==> src/rtl/ez8_pkg.sv <==
// ez8_pkg: shared definitions for the skip sequencer.
//   - opcodes of the conditional-skip instructions (SKZ, SBS, SBC)
//   - condition codes that SKZ decodes from selector[2:0]
//   - sequencer FSM state encoding
package ez8_pkg;

    localparam logic [3:0] OP_SKZ = 4'b1010;  // skip on condition code
    localparam logic [3:0] OP_SBS = 4'b1011;  // skip if bit set
    localparam logic [3:0] OP_SBC = 4'b1100;  // skip if bit clear

    typedef enum logic [2:0] {
        CC_ZERO   = 3'b000,  // V == 0
        CC_NZERO  = 3'b001,  // V != 0
        CC_MSB1   = 3'b010,  // V[MSB] = 1
        CC_MSB0   = 3'b011,  // V[MSB] = 0
        CC_GT     = 3'b100,  // V > 0, signed
        CC_LE     = 3'b101,  // V <= 0, signed
        CC_EQ     = 3'b110,  // reg == accum
        CC_LT     = 3'b111   // reg < accum, signed
    } cond_code_e;

    typedef enum logic {
        ST_IDLE = 1'b0,
        ST_SKIP = 1'b1
    } seq_state_e;

endpackage

==> src/rtl/skip_cond.sv <==
// skip_cond: combinational skip-condition evaluation.
// Ports:
//   opcode      - instruction opcode; only SKZ/SBS/SBC can produce a true condition
//   reg_value   - register-file operand
//   accum_value - accumulator operand
//   selector    - condition code (SKZ, low 3 bits) or bit index (SBS/SBC)
//   direction   - operand select, 1 = reg_value, 0 = accum_value
//   cond_o      - condition result
module skip_cond
    import ez8_pkg::*;
#(
    parameter int DATA_WIDTH = 8,
    parameter int SEL_WIDTH  = $clog2(DATA_WIDTH)
) (
    input  logic [3:0]            opcode,
    input  logic [DATA_WIDTH-1:0] reg_value,
    input  logic [DATA_WIDTH-1:0] accum_value,
    input  logic [SEL_WIDTH-1:0]  selector,
    input  logic                  direction,
    output logic                  cond_o
);

    logic [DATA_WIDTH-1:0] v;
    logic [DATA_WIDTH-1:0] v_shifted;
    logic                  sel_in_range;
    logic                  v_gt_zero;

    always_comb begin
        v            = direction ? reg_value : accum_value;
        // A shift keeps the bit pick legal for any selector width; an
        // out-of-range index is then rejected explicitly for both polarities.
        v_shifted    = v >> selector;
        sel_in_range = (32'(selector) < 32'(DATA_WIDTH));
        v_gt_zero    = ($signed(v) > $signed({DATA_WIDTH{1'b0}}));
        cond_o       = 1'b0;

        case (opcode)
            OP_SKZ: begin
                case (cond_code_e'(selector[2:0]))
                    CC_ZERO:  cond_o = (v == '0);
                    CC_NZERO: cond_o = (v != '0);
                    CC_MSB1:  cond_o = v[DATA_WIDTH-1];
                    CC_MSB0:  cond_o = ~v[DATA_WIDTH-1];
                    CC_GT:    cond_o = v_gt_zero;
                    CC_LE:    cond_o = ~v_gt_zero;
                    CC_EQ:    cond_o = (reg_value == accum_value);
                    CC_LT:    cond_o = ($signed(reg_value) < $signed(accum_value));
                    default:  cond_o = 1'b0;
                endcase
            end
            OP_SBS:  cond_o = sel_in_range & v_shifted[0];
            OP_SBC:  cond_o = sel_in_range & ~v_shifted[0];
            default: cond_o = 1'b0;
        endcase
    end

endmodule

==> src/rtl/skip_sequencer.sv <==
// skip_sequencer: decides conditional skips in the execute stage and squashes
// the following 1..MAX_SKIP consumed instructions.
//
//   state   | meaning
//   --------+-----------------------------------------------------------
//   ST_IDLE | evaluating conditions; squash = 0
//   ST_SKIP | squashing; cnt = consumed instructions left to annul
//
// Ports:
//   clk, rst_n   - clock, async active-low reset
//   valid_in     - instruction present in execute
//   stall        - instruction not consumed this cycle
//   flush_in     - taken jump/branch, abandons any skip
//   opcode, reg_value, accum_value, selector, direction - condition inputs
//   skip_count   - instructions to squash (0 -> 1, saturates at MAX_SKIP)
//   squash       - annul the instruction in execute (registered)
//   skip_taken   - one-cycle pulse after an accepted skip decision
//   skip_events  - saturating count of accepted skip decisions
module skip_sequencer
    import ez8_pkg::*;
#(
    parameter int DATA_WIDTH = 8,
    parameter int SEL_WIDTH  = $clog2(DATA_WIDTH),
    parameter int MAX_SKIP   = 3,
    parameter int CNT_WIDTH  = $clog2(MAX_SKIP + 1)
) (
    input  logic                  clk,
    input  logic                  rst_n,
    input  logic                  valid_in,
    input  logic                  stall,
    input  logic                  flush_in,
    input  logic [3:0]            opcode,
    input  logic [DATA_WIDTH-1:0] reg_value,
    input  logic [DATA_WIDTH-1:0] accum_value,
    input  logic [SEL_WIDTH-1:0]  selector,
    input  logic                  direction,
    input  logic [CNT_WIDTH-1:0]  skip_count,
    output logic                  squash,
    output logic                  skip_taken,
    output logic [15:0]           skip_events
);

    logic                 cond;
    logic                 consume;
    logic [CNT_WIDTH-1:0] load_cnt;

    seq_state_e           state_q;
    logic [CNT_WIDTH-1:0] cnt_q;
    logic                 squash_q;
    logic                 skip_taken_q;
    logic [15:0]          skip_events_q;

    skip_cond #(
        .DATA_WIDTH (DATA_WIDTH),
        .SEL_WIDTH  (SEL_WIDTH)
    ) u_cond (
        .opcode      (opcode),
        .reg_value   (reg_value),
        .accum_value (accum_value),
        .selector    (selector),
        .direction   (direction),
        .cond_o      (cond)
    );

    assign consume = valid_in & ~stall;

    always_comb begin
        if (skip_count == '0) begin
            load_cnt = CNT_WIDTH'(1);
        end else if (32'(skip_count) > 32'(MAX_SKIP)) begin
            load_cnt = CNT_WIDTH'(MAX_SKIP);
        end else begin
            load_cnt = skip_count;
        end
    end

    always_ff @(posedge clk or negedge rst_n) begin
        if (!rst_n) begin
            state_q       <= ST_IDLE;
            cnt_q         <= '0;
            squash_q      <= 1'b0;
            skip_taken_q  <= 1'b0;
            skip_events_q <= '0;
        end else begin
            skip_taken_q <= 1'b0;
            if (flush_in) begin
                state_q  <= ST_IDLE;
                cnt_q    <= '0;
                squash_q <= 1'b0;
            end else if (consume) begin
                case (state_q)
                    ST_IDLE: begin
                        if (cond) begin
                            state_q      <= ST_SKIP;
                            cnt_q        <= load_cnt;
                            squash_q     <= 1'b1;
                            skip_taken_q <= 1'b1;
                            if (skip_events_q != 16'hFFFF) begin
                                skip_events_q <= skip_events_q + 16'd1;
                            end
                        end
                    end
                    ST_SKIP: begin
                        // Conditions are ignored here: squashed instructions
                        // never start a new skip.
                        cnt_q <= cnt_q - CNT_WIDTH'(1);
                        if (cnt_q == CNT_WIDTH'(1)) begin
                            state_q  <= ST_IDLE;
                            squash_q <= 1'b0;
                        end
                    end
                    default: begin
                        state_q  <= ST_IDLE;
                        squash_q <= 1'b0;
                    end
                endcase
            end
        end
    end

    assign squash      = squash_q;
    assign skip_taken  = skip_taken_q;
    assign skip_events = skip_events_q;

endmodule
==> config.mk <==
export PLATFORM = sky130hd
export DESIGN_NAME = skip_sequencer
export DESIGN_NICKNAME = d
export VERILOG_FILES = /design/src/rtl/ez8_pkg.sv /design/src/rtl/skip_cond.sv /design/src/rtl/skip_sequencer.sv
export SDC_FILE = /design/constraint.sdc
export NUM_CORES = 1
export LEC_CHECK = 0
export ABC_CLOCK_PERIOD_IN_PS = 5300
export CAP_MARGIN = 15
export CORE_ASPECT_RATIO = 0.8
export CORE_MARGIN = 2
export CORE_UTILIZATION = 51
export CTS_BUF_LIST = sky130_fd_sc_hd__clkbuf_16
export DETAILED_ROUTE_END_ITERATION = 6
export GPL_TIMING_DRIVEN = 0
export PLACE_DENSITY = 0.92
export RECOVER_POWER = 25
export SKIP_LAST_GASP = 1
export SLEW_MARGIN = 40
export SYNTH_ARGS = -nofsm -noshare
export SYNTH_HDL_FRONTEND = slang
export SYNTH_SLANG_ARGS = --single-unit
==> constraint.sdc <==
create_clock -name clk -period 5.3 [get_ports clk]
set_input_delay 0.795 -clock clk [delete_from_list [all_inputs] [get_ports clk]]
set_output_delay 0.795 -clock clk [all_outputs]
set_load 0.005 [all_outputs]
# After elaboration in Yosys (flattened, before gate mapping)
# Index checks and enable logic that the tools add are counted.
[totals] input_bits=31 register_bits=21 out_inout_bits=18
[op_classes] eq_ne=15 reduce_logical=8 shift=1 bitwise=7 n_addsub=2 order_cmp=2 mux=21
[op_table] cell="16-bit by 1-bit adder with 16-bit output, second input constant" n=1
[op_table] cell="16-bit inequality test, second input constant" n=1
[op_table] cell="3-bit equality test, second input constant" n=4
[op_table] cell="4-bit equality test, second input constant" n=3
[op_table] cell="1-bit two-way mux" n=11
[op_table] cell="8-bit equality test" n=1
[op_table] cell="8-bit by 1-bit > comparator with 1-bit output, second input constant" n=1
[op_table] cell="8-bit zero test" n=1
[op_table] cell="8-bit < comparator" n=1
[op_table] cell="2-bit two-way mux" n=4
[op_table] cell="8-bit two-way mux" n=1
[op_table] cell="1-bit one-hot mux with 8 select lines" n=1
[op_table] cell="8-bit nonzero test" n=1
[op_table] cell="8-bit by 3-bit right shift with 1-bit output" n=1
[op_table] cell="3-bit by 2-bit equality test with 1-bit output, second input constant" n=2
[op_table] cell="1-bit inverter" n=6
[op_table] cell="5-bit AND reduction" n=1
[op_table] cell="1-bit one-hot mux with 2 select lines" n=2
[op_table] cell="2-bit one-hot mux with 2 select lines" n=1
[op_table] cell="3-bit by 1-bit equality test with 1-bit output, second input constant" n=1
[op_table] cell="3-bit zero test" n=1
[op_table] cell="3-bit by 2-bit inequality test with 1-bit output, second input constant" n=1
[op_table] cell="3-bit inequality test, second input constant" n=1
[op_table] cell="1-bit one-hot mux with 3 select lines" n=1
[op_table] cell="other kinds (7)" n=7

# Depth between registers and ports, before layout
[logic_depth] depth_word=9 ltp_mapped=12

# Hierarchy
# From an unflattened synthesis, not the netlist that was laid out.
[hier_totals] hier_cells=161 area_unflattened_um2=1590.3
[modules_own_cells] mod="skip_sequencer" n_inst=1 cells_per_inst=98 area_each_um2=1076.0
[modules_own_cells] mod="skip_cond" n_inst=1 cells_per_inst=63 area_each_um2=514.2

# Worst setup path before layout
# OpenSTA, ideal clock, no wires.
[synth_path] path_kind="input port to flip-flop" startpoint="in accum_value[5]" endpoint="reg skip_events_q[1], in the netlist skip_events[1]" arrival_ns=2.778 setup_time_ns=0.127 cell_stages=11 slack_ns=2.395 n_path_buf=1 cell_sequence="inv_1 -> ha_1 -> a211oi_1 -> o22ai_1 -> a31oi_1 -> mux2i_1 -> o41ai_1 -> o2111a_2 -> nor2_2 -> buf_6 -> mux2_1"
[synth_between] elab_chain_len=6 word_cells_on_any_way=12 classes_between="order compare (2); eq/ne (1); shift (1); mux (3); bitwise (2); reduce/logical (3)"
[synth_lines] item="start, declared" line_no="skip_sequencer.sv:34" text="input logic [DATA_WIDTH-1:0] accum_value,"
[synth_lines] item="8-bit two-way mux" line_no="skip_cond.sv:29" text="v = direction ? reg_value : accum_value;"
[synth_lines] item="8-bit by 1-bit > comparator with 1-bit output" line_no="skip_cond.sv:34" text="v_gt_zero = ($signed(v) > $signed({DATA_WIDTH{1'b0}}));"
[synth_lines] item="1-bit inverter" line_no="skip_cond.sv:45" text="CC_LE: cond_o = ~v_gt_zero;"
[synth_lines] item="1-bit one-hot mux with 8 select lines" line_no="skip_cond.sv:39" text="case (cond_code_e'(selector[2:0]))"
[synth_lines] item="1-bit one-hot mux with 3 select lines *" line_no="skip_cond.sv:37" text="case (opcode)"
[synth_lines] item="5-bit AND reduction (no source line) *"
[synth_lines] item="end signal, assigned" line_no="skip_sequencer.sv:99" text="skip_events_q <= skip_events_q + 16'd1;"
[synth_lines] item="end, declared" line_no="skip_sequencer.sv:51" text="logic [15:0] skip_events_q;"
# Mark *: on every way between the ends. The rest lies on a longest branch, timed or not.
# A chain may end at the register's enable or synchronous reset.

# Final worst setup path
# Ends and elaborated chain as after synthesis.

==> flow_metrics.env <==
export IMPL_io_buffer_count=44
export IMPL_syn_to_final_growth_pct=33.8
export IMPL_rrSetupSlack_ns=2.68
export IMPL_cts_root_buf="clkbuf_16"
export IMPL_synth_area_leaders="dfrtp_1 (32%), ha_1 (7.5%), mux4_2 (5.4%)"
export IMPL_dpl_cell_area_um2=2150
export IMPL_layout_nets=270
export IMPL_cts_clk_slew_worst_paths_ns=0.06
export IMPL_crit_family="compound AO/OA/AOI/OAI gates"
export IMPL_finalHoldViolCount=0
export IMPL_period_needed_ns=3.46
export IMPL_end_kind="flop"
export IMPL_max_slew_margin_rel=0.251
export IMPL_groute_layer_met1_usage=0.330
export IMPL_fin_setup_tns_ns=0
export IMPL_drive_above_1_share=0.0965
export IMPL_cp_max_fo=10
export IMPL_synth_top_family_by_area="simple AND/OR/NAND/NOR gates"
export IMPL_grtUsageMet3=0.0628
export IMPL_cts_resized=0
export IMPL_cpPeakStageDelay_ns=0.47
export IMPL_synthXorXnorAreaFrac=0.0737
export IMPL_tightest_slew_ns=1.12
export IMPL_grt_use_total=0.239
export IMPL_p_leak_nw=0.952
export IMPL_grt_ovfl_total=0
export IMPL_synthMuxAreaShare=0.0917
export IMPL_path_depth=12
export IMPL_routed_wl_um=4240
export IMPL_cts_htree_levels=1
export IMPL_synth_commonest_cells="dfrtp_1 (21), nand2_1 (16), inv_1 (13), nor2_1 (13)"
export IMPL_clk_path_buf_depth=2
export IMPL_routed_via_density=5.89
export IMPL_synth_edf_count=0
export IMPL_hpwl_um=3060
export IMPL_startpoint_type="input port"
export IMPL_synth_simple_area_share=0.265
export IMPL_p_per_area_nw_per_um2=206
export IMPL_fp_dieArea_um2=3740
export IMPL_cts_sinks=21
export IMPL_yosys_area_top_type="dfrtp_1"
export IMPL_setup_viol=0
export IMPL_dieWidth_um=67.9
export IMPL_cap_violations=0
export IMPL_dp_cells=264
export IMPL_row_count=18
export IMPL_netlist_area_um2=1660
export IMPL_cts_hold_buf=0
export IMPL_drtPass1Iterations=4
export IMPL_synth_top_area_frac=0.316
export IMPL_cp_cell_sequence="clkdlybuf4s50_1, inv_1, ha_1, a211oi_1, o22ai_1, a31oi_1, mux2i_1, o41ai_1, o2111a_2, nor2_2, buf_6, mux2_1"
export IMPL_antenna_left=0
export IMPL_worstSetupStartpoint="accum_value[5]"
export IMPL_synth_fp_nets=221
export IMPL_synth_cell_type_count=46
export IMPL_die_y_um=55.1
export IMPL_final_cell_area_um2=2230
export IMPL_avgSynthCellArea_um2=9.24
export IMPL_slew_violations=0
export IMPL_yosysWarnings=0
export IMPL_critPathBufInv=3
export IMPL_grt_pass1_vias=1387
export IMPL_vias=1578
export IMPL_hold_depth=1
export IMPL_start_util=0.535
export IMPL_worst_slack_ns=1.84
export IMPL_cp_arrival_ns=3.59
export IMPL_slowest_stage="clkdlybuf4s50_1"
export IMPL_core_area_um2=3110
export IMPL_ys_dominant_reg_cell="dfrtp_1"
export IMPL_async_flop_share=1.00
export IMPL_clock_fmax_ghz=0.289
export IMPL_synth_seq_cells=21
export IMPL_rsz0062_at_grt="no"
export IMPL_period_share=0.652
export IMPL_grt_pass1_wl_um=6620
export IMPL_ff2ff_path_depth=9
export IMPL_ios=49
export IMPL_path_class="input port to flop"
export IMPL_clk_latency_ns=0.25
export IMPL_fin_skew_ns=0.00141
export IMPL_postLayoutCoreUtil=0.717
export IMPL_top_usage_layer="met2"
export IMPL_seq_area_frac_synth=0.316
export IMPL_synth_most_common_cell="dfrtp_1"
export IMPL_dp_worst_setup_slack_ns=1.66
export IMPL_drc=0
export IMPL_vdd_drop_max_mv=0.246
export IMPL_place_gp_congestion=0.830
export IMPL_crit_end="skip_events[1]$_DFFE_PN0P_"
export IMPL_use_met2=0.369
export IMPL_synthAdderAreaFrac=0.0752
export IMPL_drt_iter0_markers=138
export IMPL_rr_endpoint="skip_events[1]$_DFFE_PN0P_"
export IMPL_min_path_type="flop to flop"
export IMPL_cts_tree="done"
export IMPL_postCtsSetupBuffers=0
export IMPL_r2r_start="skip_events[3]$_DFFE_PN0P_"
export IMPL_wire_per_inst_um=15.8
export IMPL_layout_cells_non_filler=268
export IMPL_outcome="completed"
export IMPL_synth_cells=180
export IMPL_antenna_found_initial=0
export IMPL_antenna_cells=0
export IMPL_numCtsBuffers=3
export IMPL_grt_max_degree=22
export IMPL_synth_compound_area_frac=0.121
export IMPL_critPathRequiredTime_ns=5.44
layer usage:
metal  up-vias  part of all wire
met5         -                 0
met4         0             0.024
met3        12             0.073
met2        74              0.45
met1       741              0.45
li1        751                 -
registers in the layout, summed over array words and instances (netlist names):
| signal | count |
|---|---|
| skip_taken | 1 |
| squash | 1 |
| state_q | 1 |
| skip_events | 16 |
| cnt_q | 2 |
cells by family (layout without fill, tap and decap cells):
group / count (synthesis) / count (layout)
and+or+nand+nor: 76 / 76
AOI/OAI and AO/OA: 28 / 28
DFF: 21 / 21
buffers and inverters: 21 / 69
xor gates and xnor gates: 14 / 14
adders and majority gates: 10 / 10
muxes: 10 / 10
power by group:
group,total (mW),internal (mW),switching [mW]
clock,0.157,0.101,0.0567
sequential,0.185,0.172,0.0134
combinational,0.116,0.0641,0.0515
metrics by stage:
step / power, mW / hold slack [ns]
final: 0.458 / 0.498
after detailed placement: 0.301 / 0.489
after floorplan: 0.246 / 0.477
after global placement: 0.298 / 0.470
after global routing: 0.480 / 0.522
after CTS: 0.457 / 0.504
worst min-delay path by stage:
stage                                  endpoint                   startpoint  slack [ns]
finish               skip_events[5]$_DFFE_PN0P_   skip_events[5]$_DFFE_PN0P_        0.50
global route         skip_events[5]$_DFFE_PN0P_   skip_events[5]$_DFFE_PN0P_        0.52
CTS                  skip_events[5]$_DFFE_PN0P_   skip_events[5]$_DFFE_PN0P_        0.50
detailed placement  skip_events[11]$_DFFE_PN0P_  skip_events[11]$_DFFE_PN0P_        0.49
global placement    skip_events[11]$_DFFE_PN0P_  skip_events[11]$_DFFE_PN0P_        0.47
floorplan           skip_events[11]$_DFFE_PN0P_  skip_events[11]$_DFFE_PN0P_        0.48
cell type report:
type                       instances  area [µm²]
multi-input combinational        138        1040
clock inverter                     1        3.75
timing repair buffer              44         434
sequential                        21         526
buffer                             8        46.3
inverter                          13        48.8
tap                               40        50.0
fill                             235         881
clock buffer                       3        75.1
cells in the final DEF, fill, tap and decap left out, types with 2 or more instances in the layout:
cell type and n:
nand2b_1 3, nand4_1 2, nor2_1 13, nand2_1 16
nand3_1 9, o21ai_0 3, clkdlybuf4s50_1 43, nor4_2 3
mux4_2 4, ha_1 10, nor3_2 3, xor2_1 10
nor2b_1 4, dfrtp_1 21, buf_6 2, a31oi_1 2
clkbuf_1 6, clkbuf_16 3, inv_1 14, mux2i_1 4
a211oi_1 3, nor4_1 8, nor3_1 4, xnor2_1 4
a21oi_1 10, a22oi_1 2
No activity file was read; power rests on OpenSTA's default activity.
